--- config.mk ---
export PLATFORM = sky130hd
export DESIGN_NAME = otter_int_controller
export DESIGN_NICKNAME = d
export VERILOG_FILES = /design/src/rtl/otter_int_pkg.sv /design/src/rtl/otter_int_sync.sv /design/src/rtl/otter_int_controller.sv
export SDC_FILE = /design/constraint.sdc
export NUM_CORES = 1
export LEC_CHECK = 0
export BUFFER_PORTS_ARGS = -buffer_cell sky130_fd_sc_hd__buf_4
export CAP_MARGIN = 20
export CORE_MARGIN = 2
export CORE_UTILIZATION = 43
export CTS_BUF_LIST = sky130_fd_sc_hd__clkbuf_4
export CTS_CLUSTER_DIAMETER = 60
export CTS_CLUSTER_SIZE = 28
export DETAILED_ROUTE_END_ITERATION = 6
export PLACE_DENSITY = 0.84
export SYNTH_ARGS = -nofsm -noshare
export SYNTH_HDL_FRONTEND = slang
export SYNTH_SLANG_ARGS = --single-unit
export TNS_END_PERCENT = 50
--- constraint.sdc ---
create_clock -name CLK -period 1.9 [get_ports CLK]
set_clock_uncertainty 0.05 [all_clocks]
set_input_delay 0.095 -clock CLK [delete_from_list [all_inputs] [get_ports CLK]]
set_output_delay 0.095 -clock CLK [all_outputs]
set_load 0.01 [all_outputs]
--- src/rtl/otter_int_pkg.sv ---
// rtl/otter_int_pkg.sv - shared CSR addresses, trap FSM states and cause constants for the OTTER interrupt controller
package otter_int_pkg;

   localparam logic [11:0] MSTATUS = 12'h300;
   localparam logic [11:0] MIE     = 12'h304;
   localparam logic [11:0] MTVEC   = 12'h305;
   localparam logic [11:0] MEPC    = 12'h341;
   localparam logic [11:0] MCAUSE  = 12'h342;
   localparam logic [11:0] MIP     = 12'h344;

   localparam logic [31:0] MCAUSE_EXT_BASE = 32'h8000_0010;

   typedef enum logic [1:0] {
      IDLE,
      PEND,
      TAKE,
      ISR
   } int_state_t;

endpackage

--- src/rtl/otter_int_sync.sv ---
// rtl/otter_int_sync.sv - parameterized-width two-flop synchronizer with async active-low reset
module otter_int_sync #(
   parameter int WIDTH = 4
) (
   input  logic             clk,
   input  logic             rst_n,
   input  logic [WIDTH-1:0] async_in,
   output logic [WIDTH-1:0] sync_out
);

   logic [WIDTH-1:0] meta_q, meta_d;
   logic [WIDTH-1:0] sync_q, sync_d;

   // Shift the raw lines through two stages before anyone looks at them.
   always_comb begin
      meta_d = async_in;
      sync_d = meta_q;
   end

   // Both stages clear on reset so no stale request survives it.
   always_ff @(posedge clk or negedge rst_n) begin
      if (!rst_n) begin
         meta_q <= '0;
         sync_q <= '0;
      end else begin
         meta_q <= meta_d;
         sync_q <= sync_d;
      end
   end

   assign sync_out = sync_q;

endmodule

--- src/rtl/otter_int_controller.sv ---
// rtl/otter_int_controller.sv - machine-mode trap sequencer and CSRs; OTTER_INT_VECTORED_EN enables vectored mtvec
module otter_int_controller
   import otter_int_pkg::*;
#(
   parameter int          NUM_SRC     = 4,
   parameter logic [31:0] MTVEC_RESET = 32'h0000_0100
) (
   input  logic               CLK,
   input  logic               RST_N,
   input  logic [NUM_SRC-1:0] INT_REQ,
   input  logic               CSR_WE,
   input  logic [11:0]        CSR_ADDR,
   input  logic [31:0]        CSR_WD,
   output logic [31:0]        CSR_RD,
   input  logic               EX_VALID,
   input  logic               STALL,
   input  logic [31:0]        PC_EX,
   input  logic               MRET_EX,
   output logic               INT_TAKEN,
   output logic [31:0]        MTVEC_OUT,
   output logic [31:0]        MEPC_OUT
);

   logic [NUM_SRC-1:0] sync_vec;
   logic [NUM_SRC-1:0] pend;
   logic [3:0]         src;
   logic               csr_wr, take_edge, mret_edge;

   int_state_t         state_q, state_d;
   logic               st_mie_q, st_mie_d;
   logic               st_mpie_q, st_mpie_d;
   logic [NUM_SRC-1:0] mie_q, mie_d;
   logic [31:0]        mtvec_q, mtvec_d;
   logic [31:0]        mepc_q, mepc_d;
   logic [31:0]        mcause_q, mcause_d;
   logic               int_taken_q, int_taken_d;

   otter_int_sync #(.WIDTH(NUM_SRC)) u_sync (
      .clk      (CLK),
      .rst_n    (RST_N),
      .async_in (INT_REQ),
      .sync_out (sync_vec)
   );

   assign pend = sync_vec & mie_q;

   // Lowest pending index wins; scanning downward leaves the smallest one.
   always_comb begin
      src = '0;
      for (int i = NUM_SRC - 1; i >= 0; i--) begin
         if (pend[i]) src = i[3:0];
      end
   end

   // Next-state for the trap FSM and CSRs; hardware trap/return updates override software writes.
   always_comb begin
      state_d   = state_q;
      st_mie_d  = st_mie_q;
      st_mpie_d = st_mpie_q;
      mie_d     = mie_q;
      mtvec_d   = mtvec_q;
      mepc_d    = mepc_q;
      mcause_d  = mcause_q;

      csr_wr    = CSR_WE && !STALL;
      take_edge = (state_q == PEND) && (|pend) && st_mie_q && EX_VALID && !STALL && !MRET_EX;
      mret_edge = (state_q == ISR) && MRET_EX && EX_VALID && !STALL;

      case (state_q)
         IDLE: if ((|pend) && st_mie_q) state_d = PEND;
         PEND: begin
            if (!(|pend) || !st_mie_q) state_d = IDLE;
            else if (take_edge)        state_d = TAKE;
         end
         TAKE: state_d = ISR;
         ISR:  if (mret_edge) state_d = IDLE;
         default: state_d = IDLE;
      endcase

      if (csr_wr) begin
         case (CSR_ADDR)
            MSTATUS: begin
               st_mie_d  = CSR_WD[3];
               st_mpie_d = CSR_WD[7];
            end
            MIE:   mie_d = CSR_WD[NUM_SRC-1:0];
`ifdef OTTER_INT_VECTORED_EN
            MTVEC: mtvec_d = {CSR_WD[31:2], 1'b0, CSR_WD[0]};
`else
            MTVEC: mtvec_d = {CSR_WD[31:2], 2'b00};
`endif
            MEPC:  mepc_d = {CSR_WD[31:2], 2'b00};
            default: ;
         endcase
      end

      if (take_edge) begin
         mepc_d    = PC_EX;
         mcause_d  = MCAUSE_EXT_BASE + {28'b0, src};
         st_mpie_d = st_mie_q;
         st_mie_d  = 1'b0;
      end

      if (mret_edge) begin
         st_mie_d  = st_mpie_q;
         st_mpie_d = 1'b1;
      end

      int_taken_d = (state_d == TAKE);
   end

   // FSM state, CSR storage and the registered trap strobe.
   always_ff @(posedge CLK or negedge RST_N) begin
      if (!RST_N) begin
         state_q     <= IDLE;
         st_mie_q    <= 1'b0;
         st_mpie_q   <= 1'b0;
         mie_q       <= '0;
         mtvec_q     <= {MTVEC_RESET[31:2], 2'b00};
         mepc_q      <= '0;
         mcause_q    <= '0;
         int_taken_q <= 1'b0;
      end else begin
         state_q     <= state_d;
         st_mie_q    <= st_mie_d;
         st_mpie_q   <= st_mpie_d;
         mie_q       <= mie_d;
         mtvec_q     <= mtvec_d;
         mepc_q      <= mepc_d;
         mcause_q    <= mcause_d;
         int_taken_q <= int_taken_d;
      end
   end

   // Combinational CSR read port; unmapped addresses return zero.
   always_comb begin
      CSR_RD = '0;
      case (CSR_ADDR)
         MSTATUS: CSR_RD = {24'b0, st_mpie_q, 3'b0, st_mie_q, 3'b0};
         MIE:     CSR_RD = {{(32-NUM_SRC){1'b0}}, mie_q};
         MTVEC:   CSR_RD = mtvec_q;
         MEPC:    CSR_RD = mepc_q;
         MCAUSE:  CSR_RD = mcause_q;
         MIP:     CSR_RD = {{(32-NUM_SRC){1'b0}}, sync_vec};
         default: CSR_RD = '0;
      endcase
   end

`ifdef OTTER_INT_VECTORED_EN
   assign MTVEC_OUT = {mtvec_q[31:2], 2'b00} + (mtvec_q[0] ? {26'b0, mcause_q[3:0], 2'b00} : 32'b0);
`else
   assign MTVEC_OUT = {mtvec_q[31:2], 2'b00};
`endif
   assign MEPC_OUT  = mepc_q;
   assign INT_TAKEN = int_taken_q;

endmodule
# After elaboration in Yosys (flattened, before gate mapping)
# Cells that the tools add are included.
[classes]
add_sub_neg = 1
eq_ne = 10
mux = 21
n_bitwise = 1
n_reduce_logical = 25
[op_table]
columns = ["cell", "count"]
rows = [
  ["32-bit case mux with 6 select lines", 1],
  ["32-bit two-way mux", 3],
  ["12-bit by 10-bit == test with 1-bit output, second input constant", 6],
  ["32-bit by 4-bit adder with 32-bit output, first input constant", 1],
  ["2-bit two-way mux", 6],
  ["1-bit logical AND", 10],
  ["1-bit two-way mux", 8],
  ["4-bit two-way mux", 2],
  ["2-bit case mux with 4 select lines", 1],
  ["2-bit AND reduction", 4],
  ["2-bit == test, second input constant", 3],
  ["3-bit nonzero test", 2],
  ["4-bit bitwise AND", 1],
  ["1-bit zero test", 4],
  ["2-bit nonzero test", 2],
  ["4-bit OR reduction", 1],
  ["2-bit by 1-bit == test with 1-bit output, second input constant", 1],
  ["2-bit zero test", 1],
  ["1-bit logical OR", 1],
]
[word_totals]
reg_bits = 111
inputBits = 86
output_inout_bits = 97
word_cells = 68

# Longest topological paths before layout
[logic_depth]
word_depth = 11
depth_mapped = 6
ltp_nobuf = 5

# By module
# From an unflattened synthesis, not the netlist that was laid out.
[hier_totals]
hier_cells = 371
hier_area_um2 = 3857.4
[by_module_without_submodules]
columns = ["mod", "n_inst", "cells_per_inst", "area_each_um2"]
rows = [
  ["otter_int_controller", 1, 363, 3657.3],
  ["otter_int_sync", 1, 8, 200.2],
]

# Least setup slack after synthesis
# Ideal clock, no wire load.
[synth_timing]
kind = "reg-to-reg"
from = "register mie_q[3]"
to = "register mepc_q[24] (netlist: MEPC_OUT[24])"
setup_ps = 141
t_arrival_ps = 1602
required_time_ps = 1709
path_slack_ps = 107
stages_incl_launch_ff = 6
synth_period_minus_slack_ps = 1793
cell_sequence = "dfrtp_1 a22o_1 o211ai_1 clkbuf_1 clkbuf_1 a31oi_1"
[synth_via]
elab_chain_len = 9
elab_cells_between_ends = 11
[synth_lines]
columns = ["item", "line", "text"]
rows = [
  ["start, declared", "otter_int_controller.sv:32", "logic [NUM_SRC-1:0] mie_q, mie_d;"],
  ["start signal, assigned", "otter_int_controller.sv:127", "mie_q <= mie_d;"],
  ["4-bit bitwise AND *", "otter_int_controller.sv:45", "assign pend = sync_vec & mie_q;"],
  ["4-bit OR reduction *", "otter_int_controller.sv:66", "take_edge = (state_q == PEND) && (|pend) && st_mie_q && EX_VALID && !STALL && !MRET_EX;"],
  ["1-bit logical AND * (5 in series)", "otter_int_controller.sv:66", ""],
  ["2-bit nonzero test (no source line)", "--", ""],
  ["2-bit AND reduction (no source line)", "--", ""],
  ["end signal, assigned", "otter_int_controller.sv:129", "mepc_q <= mepc_d;"],
  ["end, declared", "otter_int_controller.sv:34", "logic [31:0] mepc_q, mepc_d;"],
]
# Mark *: on every way between the ends. The rest lies on a longest branch, timed or not.
# A chain may end at the register's enable or synchronous reset.

# Worst setup path in the final report
[layout_timing]
from = "input port CSR_ADDR[5]"
to = "output port CSR_RD[18]"
[layout_via]
elab_chain_len = 2
elab_cells_between_ends = 7
[layout_lines]
columns = ["item", "line", "text"]
rows = [
  ["start, declared", "otter_int_controller.sv:12", "input logic [11:0] CSR_ADDR,"],
  ["12-bit by 10-bit == test with 1-bit output", "otter_int_controller.sv:138", "case (CSR_ADDR)"],
  ["32-bit case mux with 6 select lines *", "otter_int_controller.sv:138", ""],
  ["end, declared", "otter_int_controller.sv:14", "output logic [31:0] CSR_RD,"],
]
# Marked as above.

==> summary by stage <==
STA
Setup repair after global routing could not meet its margin everywhere. The clock period minus final worst setup slack is 1.82 ns. Of the available clock period, the critical path in the final layout requires 0.957. For the pin with the worst max-slew slack, the measured transition is 0.509 ns.

The total count of hold-check failures in the final report is 0. The number of max-slew violations in the final report is 0. The accumulated negative setup slack is 0 ns.

Timing would allow up to 550 MHz. Measured against its own limit, the worst slew margin works out to 0.661. The number of setup violations in the final report is 0.

Flow run
Max-cap violations in this run came to 0.

Global route
The number of global-route vias before repair is 4046. The initial antenna violation count is 0. The wire length of the first global-routing pass is 20200 um. The all-layer global routing usage is 0.264. The residual overflow from global routing is 0. Entering global routing, the biggest net connects 46 pins.

Layout
From synthesis to final layout, the design area changed by 62.0%. The post-route core utilization is 0.718. The number of nets in the layout is 698. The number of antenna diodes in the final layout is 0.

Of the cells placed in the final design, the portion with a size suffix greater than 1 is 0.360. Summing all non-filler instances in the final layout gives an area of 6230 um^2.

Yosys
Of the total synthesized cell area, the portion taken by XOR and XNOR cells is 0. The dominant combinational cell family by area after synthesis is simple AND/OR/NAND/NOR gates. Measured against the total synthesized area, the mux share comes to 0.107. Counting every instance in the synthesized netlist gives 356. The post-synthesis area per instance is 10.8 um^2. The share of flip-flops with an asynchronous set or reset is 1.00. Of the total synthesized cell area, the portion taken by AND, OR, NAND and NOR gates is 0.161.

The sequential share of the synthesized area is 0.534. The synthesized cell area is 3850 um^2. Of the total synthesized cell area, the portion taken by full adders, half adders and majority gates is 0. During synthesis, Yosys emitted a total of 0 warnings. In the synthesized netlist the dominant register cell turns out to be dfrtp_1. The number of enable-type register cells in the synthesized netlist is 0. The synthesis-stage register bit count is 82. The post-synthesis compound-gate area fraction is 0.161. After synthesis, the netlist uses 45 different library cells.

Critical path
The critical path is of the input pin to output pin type. The maximum fanout along the worst path is 12. In this design, the stage delay of the slowest critical-path cell is 0.59 ns.

Traced cell by cell, the critical path runs through buf_4, or4b_4, nor4_4, buf_4, a22o_1, buf_4. The slowest stage of the critical path belongs to the cell or4b_4. Grouping stages by cell kind, the critical path spends the most delay in simple AND/OR/NAND/NOR gates. STA classifies the critical path endpoint as an output pin. The worst setup path is launched from an input pin. For the worst setup path, the data arrival time is 1.67 ns.

Counting both buffers and inverters, the worst setup path holds a total of 3. The dominant cell type by count on the critical path is buf_4. The required time of the worst setup path is 1.75 ns.

Placed design
The wire-length estimate of the detail-placed layout is 8390 um. The number of buffers added on ports is 180. After detailed placement, the total cell area comes to 5410 um^2. The routability-driven placement congestion ratio is 0.895.

Routing
The average routed wire per standard cell is 17.5 um. The post-detailed-route via-to-cell ratio is 5.43. Across all layers, the routed design uses 3936 vias.

The first-pass iteration count of the detailed router is 4. The detailed-route DRC error count is 0. In this run, the number of DRC markers left after iteration 0 of detailed routing was 178. The post-detailed-route count of antenna-violating nets is 0. The final wirelength is 12700 um.

Outcome
The run finished with clean final reports.

Clock tree
The root buffer cell chosen for the clock tree is clkbuf_4. Counting the buffers created by CTS gives 9. The maximum clock path buffer count is 2. The post-CTS clock slew at the launch and capture registers of the worst setup and hold paths is 0.14 ns. The clock tree synthesis step divided the H-tree into 3 levels. The clock reaches the later pin of the worst-skew pair after 0.44 ns.

CTS saw 82 sinks. TritonCTS built the clock tree.

Power
For this design the static power due to leakage is 3.20 nW. The maximum vdd drop is 368 uV. Power spread over the standard cell area amounts to 484 nW/um^2.

Floorplan
The number of ports placed on the die boundary is 183. The die covers 9720 um^2. The initial utilization of the core area, before any placement, comes to 0.443.

The die extent in x is 98.6 um. The floorplan row count is 34. The die span in y is 98.6 um.

The placeable core region is 8680 um^2.

Min path
The classification of the worst-slack hold path is input pin to asynchronous set/reset pin.
worst paths after layout:
| path | cells after the start | from | to | slack, ns |
|---|---|---|---|---|
| worst min register to register | 0 | u_sync.meta_q[1] | u_sync.sync_out[1] | 0.31 |
| worst max register to register | 6 | mie_q[3] | MEPC_OUT[0] | 0.10 |
| max in group asynchronous | 3 | RST_N | mtvec_q[8] | 1.03 |
| worst max-delay path | 6 | CSR_ADDR[5] | CSR_RD[18] | 0.08 |
| min in group CLK | 5 | STALL | st_mpie_q | 0.14 |
| worst min-delay path | 2 | RST_N | mtvec_q[29] | 0.09 |
routing by layer:
layer / global-route usage / share of wire / vias up / wire length [um]
li1: - / - / 1797 / -
met5: 0 / 0 / - / 0
met2: 0.459 / 0.51 / 212 / 6520
met1: 0.320 / 0.38 / 1897 / 4870
met3: 0.0617 / 0.078 / 30 / 988
met4: 0.101 / 0.025 / 0 / 320
area by class of cell:
cell class	instances	area (um^2)
clock buffers	9	67.6
repair buffers	268	2250
clock inverters	7	46.3
well taps	108	135
flip-flops and latches	82	2050
inverters	2	7.51
multi-input cells	249	1670
fillers	606	2450
cells in the mapped netlist (all sizes together), types with 2 or more instances:
cell type / count / area (um^2)
a22o: 29 / 254
a22oi: 7 / 52.6
nand2: 64 / 240
and2: 3 / 18.8
nor2: 33 / 124
mux2: 34 / 383
clkbuf: 9 / 33.8
a31oi: 30 / 188
a221o: 3 / 30.0
nand3: 2 / 10.0
nand4b: 2 / 17.5
o21ai: 4 / 20.0
a21oi: 2 / 10.0
nor4: 5 / 58.8
mux2i: 3 / 30.0
nor3b: 2 / 15.0
dfrtp: 81 / 2030
nand2b: 6 / 37.5
inv: 2 / 7.50
buf: 15 / 98.8
through the flow:
stage	instances	total power, mW	setup WS [ns]	hold slack [ns]
global route	725	3.16	-0.0310	0.112
floorplan	357	1.82	0.107	-0.251
detailed placement	639	2.03	-0.0146	0.0471
global placement	639	2.02	0.0303	0.0395
CTS	725	3.05	0.0468	0.0837
finish	725	3.02	0.0811	0.0897
cell usage in the layout (no fill, tap or decap), drive strengths merged, types with 2 or more instances in the layout:
| cell | n |
|---|---|
| nand2b | 6 |
| a221o | 3 |
| o21ai | 4 |
| clkbuf | 9 |
| mux2i | 3 |
| mux2 | 34 |
| clkinvlp | 2 |
| nand3 | 2 |
| nand4b | 2 |
| clkinv | 5 |
| a31oi | 30 |
| a22o | 29 |
| a21oi | 2 |
| inv | 2 |
| and2 | 3 |
| buf | 198 |
| nor3b | 2 |
| nor4 | 5 |
| conb | 2 |
| nor2 | 33 |
| dlygate4sd3 | 70 |
| dfrtp | 81 |
| a22oi | 7 |
| nand2 | 64 |
power by group:
part | internal (mW) | leakage [nW] | switching (mW)
clock | 0.264 | 0.0593 | 0.639
combinational | 0.227 | 2.02 | 0.124
sequential | 1.76 | 1.12 | 0.00812
total | 2.25 | 3.20 | 0.771
state kept, by name, summed over array words and instances, names as in the netlist:
register,count
INT_TAKEN,1
mie_q,4
mtvec_q,30
mcause_q,3
u_sync.sync_out,4
u_sync.meta_q,4
st_mie_q,1
state_q,2
st_mpie_q,1
MEPC_OUT,32
timing repair:
item,4_1_cts,5_1_grt
setup buffers,0,0
hold buffers,70,0
resized for setup,0,1
endpoints found under the setup margin,0,5
hold endpoints to repair,153,0
cells by family after synthesis:
logic type,after synthesis
simple gates,127
compound gates,83
flops,82
mux,37
buf+inv,26
other cells,1
Note: power is estimated with default switching activity, not from simulation.
